## config.mk

```make
export PLATFORM = sky130hd
export DESIGN_NAME = aes_byte_loader
export DESIGN_NICKNAME = d
export VERILOG_FILES = /design/src/rtl/aes_pkg.sv /design/src/rtl/aes_shift_assembler.sv /design/src/rtl/aes_byte_loader.sv
export SDC_FILE = /design/constraint.sdc
export NUM_CORES = 1
export LEC_CHECK = 0
export BUFFER_PORTS_ARGS = -buffer_cell sky130_fd_sc_hd__buf_2
export CORE_UTILIZATION = 42
export DETAILED_ROUTE_END_ITERATION = 10
export SYNTH_ARGS = -nofsm -noshare
export SYNTH_HDL_FRONTEND = slang
export SYNTH_SLANG_ARGS = --single-unit
```

## constraint.sdc

```tcl
create_clock -name clk -period 3.1 [get_ports clk]
set_clock_uncertainty 0.1 [all_clocks]
set_input_delay 0 -clock clk [delete_from_list [all_inputs] [get_ports clk]]
set_output_delay 0 -clock clk [all_outputs]
set_load 0.01 [all_outputs]
```

## src/rtl/aes_pkg.sv

```systemverilog
// Shared constants and loader state encoding for the AES byte-stream front end.
package aes_pkg;

    localparam int unsigned AES_BLK_W     = 128;
    localparam int unsigned BYTES_PER_BLK = 16;
    localparam int unsigned CNT_W         = $clog2(BYTES_PER_BLK);

    localparam logic [7:0] CMD_KEY  = 8'h4B;
    localparam logic [7:0] CMD_DATA = 8'h44;

    typedef enum logic [1:0] {
        ST_IDLE    = 2'd0,
        ST_RX_KEY  = 2'd1,
        ST_RX_DATA = 2'd2,
        ST_PRESENT = 2'd3
    } loader_state_t;

endpackage

```

## src/rtl/aes_shift_assembler.sv

```systemverilog
// MSB-first byte shift register with byte count; shared by key and data frames.
module aes_shift_assembler
    import aes_pkg::*;
(
    input  logic                 clk,
    input  logic                 rst_n,
    input  logic                 clr,
    input  logic                 load_en,
    input  logic [7:0]           byte_in,
    output logic [AES_BLK_W-1:0] shadow,
    output logic [CNT_W-1:0]     count
);

    // The count wraps 15->0 on the 16th load, which is exactly frame completion.
    always_ff @(posedge clk or negedge rst_n) begin
        if (!rst_n) begin
            shadow <= '0;
            count  <= '0;
        end else if (clr) begin
            shadow <= '0;
            count  <= '0;
        end else if (load_en) begin
            shadow <= {shadow[AES_BLK_W-9:0], byte_in};
            count  <= count + 1'b1;
        end
    end

endmodule

```

## src/rtl/aes_byte_loader.sv

```systemverilog
// Assembles key and plaintext blocks from framed UART bytes and presents blocks
// to the cipher over a valid/ready handshake.
module aes_byte_loader
    import aes_pkg::*;
#(
    parameter int unsigned TIMEOUT_CYC = 100_000_000,
    parameter logic [7:0]  CMD_KEY     = aes_pkg::CMD_KEY,
    parameter logic [7:0]  CMD_DATA    = aes_pkg::CMD_DATA
) (
    input  logic                 clk,
    input  logic                 rst_n,
    input  logic                 rx_valid,
    input  logic [7:0]           rx_data,
    output logic [AES_BLK_W-1:0] key,
    output logic [AES_BLK_W-1:0] data_in,
    output logic                 blk_valid,
    input  logic                 blk_ready,
    output logic                 key_loaded,
    output logic                 err_timeout,
    output logic                 err_overrun,
    output logic                 err_cmd,
    output logic                 err_nokey
);

    localparam int unsigned TO_W = $clog2(TIMEOUT_CYC);
    localparam logic [TO_W-1:0] TO_LAST = TO_W'(TIMEOUT_CYC - 1);

    loader_state_t        state, state_nxt;
    logic [TO_W-1:0]      tcnt, tcnt_nxt;
    logic [AES_BLK_W-1:0] sr_shadow;
    logic [CNT_W-1:0]     sr_count;
    logic                 sr_load, sr_clr;
    logic                 key_commit, data_commit;
    logic                 blk_valid_nxt, key_loaded_nxt;
    logic                 err_timeout_nxt, err_overrun_nxt, err_cmd_nxt, err_nokey_nxt;
    logic [AES_BLK_W-1:0] assembled;

    aes_shift_assembler u_asm (
        .clk     (clk),
        .rst_n   (rst_n),
        .clr     (sr_clr),
        .load_en (sr_load),
        .byte_in (rx_data),
        .shadow  (sr_shadow),
        .count   (sr_count)
    );

    // Block as it will look once the byte on rx_data has been shifted in.
    assign assembled = {sr_shadow[AES_BLK_W-9:0], rx_data};

    always_ff @(posedge clk or negedge rst_n) begin
        if (!rst_n) begin
            state <= ST_IDLE;
            tcnt  <= '0;
        end else begin
            state <= state_nxt;
            tcnt  <= tcnt_nxt;
        end
    end

    always_comb begin
        state_nxt       = state;
        tcnt_nxt        = '0;
        sr_load         = 1'b0;
        sr_clr          = 1'b0;
        key_commit      = 1'b0;
        data_commit     = 1'b0;
        blk_valid_nxt   = blk_valid;
        key_loaded_nxt  = key_loaded;
        err_timeout_nxt = 1'b0;
        err_overrun_nxt = 1'b0;
        err_cmd_nxt     = 1'b0;
        err_nokey_nxt   = 1'b0;
        case (state)
            ST_IDLE: begin
                if (rx_valid) begin
                    if (rx_data == CMD_KEY)       state_nxt = ST_RX_KEY;
                    else if (rx_data == CMD_DATA) state_nxt = ST_RX_DATA;
                    else                          err_cmd_nxt = 1'b1;
                end
            end
            ST_RX_KEY, ST_RX_DATA: begin
                if (rx_valid) begin
                    sr_load = 1'b1;
                    if (sr_count == CNT_W'(BYTES_PER_BLK - 1)) begin
                        state_nxt = ST_IDLE;
                        if (state == ST_RX_KEY) begin
                            key_commit     = 1'b1;
                            key_loaded_nxt = 1'b1;
                        end else if (key_loaded) begin
                            data_commit   = 1'b1;
                            blk_valid_nxt = 1'b1;
                            state_nxt     = ST_PRESENT;
                        end else begin
                            err_nokey_nxt = 1'b1;
                        end
                    end
                end else if (tcnt == TO_LAST) begin
                    err_timeout_nxt = 1'b1;
                    sr_clr          = 1'b1;
                    state_nxt       = ST_IDLE;
                end else begin
                    tcnt_nxt = tcnt + 1'b1;
                end
            end
            ST_PRESENT: begin
                err_overrun_nxt = rx_valid;
                if (blk_ready) begin
                    blk_valid_nxt = 1'b0;
                    state_nxt     = ST_IDLE;
                end
            end
            default: state_nxt = ST_IDLE;
        endcase
    end

    always_ff @(posedge clk or negedge rst_n) begin
        if (!rst_n) begin
            key         <= '0;
            data_in     <= '0;
            blk_valid   <= 1'b0;
            key_loaded  <= 1'b0;
            err_timeout <= 1'b0;
            err_overrun <= 1'b0;
            err_cmd     <= 1'b0;
            err_nokey   <= 1'b0;
        end else begin
            if (key_commit)  key     <= assembled;
            if (data_commit) data_in <= assembled;
            blk_valid   <= blk_valid_nxt;
            key_loaded  <= key_loaded_nxt;
            err_timeout <= err_timeout_nxt;
            err_overrun <= err_overrun_nxt;
            err_cmd     <= err_cmd_nxt;
            err_nokey   <= err_nokey_nxt;
        end
    end

endmodule

```

==> run_results.csv <==
group,metric,value,unit
status,status,"finished, final reports clean",
critical_path,end_kind,"flip-flop",
critical_path,endpoint,"key[69]$_DFFE_PN0P_",
power_and_ir_drop,p_leak,0.0106,uW
layout,mostFrequentLayoutCell,"dfrtp_1",
timing,max_freq,413,MHz
routing,route.detailed.drc,0,
placed_design,numPortBuffers,273,
synth,syn_area_per_cell,15.7,um^2
synth,yosysWarnings,0,
synth,synth_edf_count,0,
global_routing,grt_max_degree,76,
placed_design,place_inst,1700,
floorplanning,die_w,195,um
min_path,hp-class,"in -> reg",
synth,synth.net_count,1017,
layout,fillCellCount,3103,
timing,min_period,2420,ps
job,drv_cap,0,
critical_path,critical_path_class,"reg -> reg",
routing,routedWlPerCell,20.0,um
routing,via_count,9334,
power_and_ir_drop,irDropWorstVdd,0.000485,V
floorplanning,dieArea,38100,um^2
global_routing,grt_util_met3,5.08,%
clock_network,clk_latency,560,ps
floorplanning,fp.coreArea,36700,um^2
routing,viasPerCell,5.22,
placed_design,place_congestion,0.753,
clock_network,cts_made_buffers,44,
global_routing,grt_pass1_vias,9650,
synth,ys_types,40,
clock_network,cts_root_buf,"clkbuf_16",
clock_network,h-tree-depth,2,
critical_path,cp_data_arrival_time,2750,ps
placed_design,hpwl,22800,um
layout,seqCellArea,10400,um^2
timing,setup_tns,0,ps
global_routing,met2_usage,29.9,%
routing,ant_nets,0,
routing,drtIter0Drc,446,
clock_network,cts_tree,"done",
layout,nNetsFinal,1309,
floorplanning,initial_core_util,42.7,%
layout,area_growth,21.8,%
synth,async_flop_share,100,%
critical_path,crit_start,"state[0]$_DFFE_PN0P_",
floorplanning,die_h,195,um
global_routing,grt_overflow_total,0,
floorplanning,pin_count,274,
global_routing,use_met1,26.2,%
synth,ys_seq_area_share,66.3,%
routing,drt-total-wl,35800,um
critical_path,cp.required,3430,ps
layout,multi_input_area,4930,um^2
global_routing,busiest_layer,"met2",
critical_path,rr_worst_depth,6,
synth,syn_inst,999,
critical_path,timing.rr.end,"key[69]$_DFFE_PN0P_",
critical_path,crit_path_start_kind,"flip-flop",
global_routing,grt_pass1_wl,57100,um
clock_network,clock-sinks,415,
layout,mostFrequentLayoutCells,"415 x dfrtp_1, 272 x buf_2, 209 x mux2_1",
timing,min_period_over_period,78.1,%
synth,synthFlopType,"dfrtp_1",
layout,diodes,0,
timing,setup_viol,0,
critical_path,rrSetupSlack,680,ps
clock_network,post-cts-setup-buffers,0,
layout,drive_gt1_share,31.9,%
global_routing,antenna_found_initial,0,
clock_network,path_clk_slew,60,ps
global_routing,track_usage,19.1,%
floorplanning,rows,70,
critical_path,critPathMaxFanout,55,
synth,synth-seq-cells,415,
timing,holdWs,150,ps
timing,rsz0062_at_grt,"false",
critical_path,r2r_start,"state[0]$_DFFE_PN0P_",
synth,syn_area,15700,um^2
clock_network,cts_buffer_depth,3,
timing,slew_headroom,43.6,%
routing,first_pass_iters,4,
timing,final_hold_viol_count,0,
power_and_ir_drop,p_per_area,712,nW/um^2
timing,tightest_slew,845,ps
layout,post-route-util,52.0,%
timing,drv_slew,0,
layout,instances_no_fill,1787,
synth_stat cells, types with 2 or more instances:
cell / count / area share, %
a22o_1: 123 / 6.9
and2_1: 3 / 0.12
and3_1: 9 / 0.36
and4_1: 5 / 0.28
buf_2: 23 / 0.73
buf_4: 10 / 0.48
buf_6: 10 / 0.72
clkbuf_1: 19 / 0.46
dfrtp_1: 415 / 66
ha_1: 6 / 0.48
inv_1: 3 / 0.072
mux2_1: 209 / 15
mux2_2: 49 / 3.5
mux2i_1: 2 / 0.13
nand2_1: 11 / 0.26
nand2b_1: 2 / 0.080
nand3_1: 13 / 0.42
nand3_2: 2 / 0.13
nand4_1: 6 / 0.24
nor2_1: 29 / 0.69
nor3_1: 2 / 0.064
nor4_1: 2 / 0.080
nor4b_1: 2 / 0.11
o21ai_0: 4 / 0.13
o41ai_1: 2 / 0.11
xnor2_1: 4 / 0.22
xor2_1: 21 / 1.2
worst max-delay path, cell delays in order, from the launching register on:
cell     delay [ps]
dfrtp_1         400
inv_1            80
ha_1            320
buf_4           190
nand3_4          90
buf_4           600
mux2_2          420
layer usage:
layer | wire (um) | part of all wire (%)
met4 | 614 | 1.7
met3 | 2230 | 6.2
met1 | 16200 | 45
met5 | 0 | 0
met2 | 16700 | 47
flip-flops by register name, indices dropped and copies added (netlist names):
register      flops
err_timeout       1
state             2
err_nokey         1
tcnt             27
key             128
err_overrun       1
err_cmd           1
u_asm.shadow    120
data_in         128
blk_valid         1
key_loaded        1
u_asm.count       4
final cells by class:
class	count	area share, %
clock inverters	8	0.380
repair buffers	308	9.24
clock buffers	66	7.00
multi-input cells	518	25.8
inverters	4	0.0787
flip-flops and latches	415	54.4
well taps	468	3.07
power breakdown:
part           internal [uW]  leakage, uW  switching, uW
registers               6110      0.00571            885
logic                    724      0.00419            761
clock network           3040     0.000700           2070
logic make-up (layout without fill, tap and decap cells):
logic type	Yosys count	after routing	share of synthesized area, %
AOI/OAI and AO/OA	134	134	7.44
DFF	415	415	66.3
xor gates and xnor gates	25	25	1.40
and+or+nand+nor	93	93	3.24
buffers and inverters	66	386	2.48
adders and majority gates	6	6	0.479
muxes	260	260	18.7
through the flow:
stage | area, um^2 | total power (uW) | worst slack (ps)
6_report | 19100 | 13600 | 679
5_1_grt | 19100 | 14200 | 580
4_1_cts | 19100 | 13800 | 693
3_5_place_dp | 17500 | 8580 | 719
3_3_place_gp | 17500 | 8540 | 755
2_1_floorplan | 15700 | 7780 | 851
worst min path at each step:
stage                     startpoint                        to  slack (ps)  depth (start not counted)
after detailed placement       rst_n      key[107]$_DFFE_PN0P_         -30                          1
final                     rx_data[7]        key[7]$_DFFE_PN0P_         150                          3
after floorplan                rst_n     blk_valid$_DFFE_PN0P_        -400                          0
after CTS                 rx_data[4]        key[4]$_DFFE_PN0P_         110                          3
after global routing      rx_data[7]        key[7]$_DFFE_PN0P_         150                          3
after global placement         rst_n  data_in[115]$_DFFE_PN0P_         -30                          1
repair_timing:
item	CTS	global route
resized for setup	0	0
hold endpoints to repair	401	0
endpoints found under the setup margin	0	0
hold buffers	13	0
(Power assumes the default switching activity.)
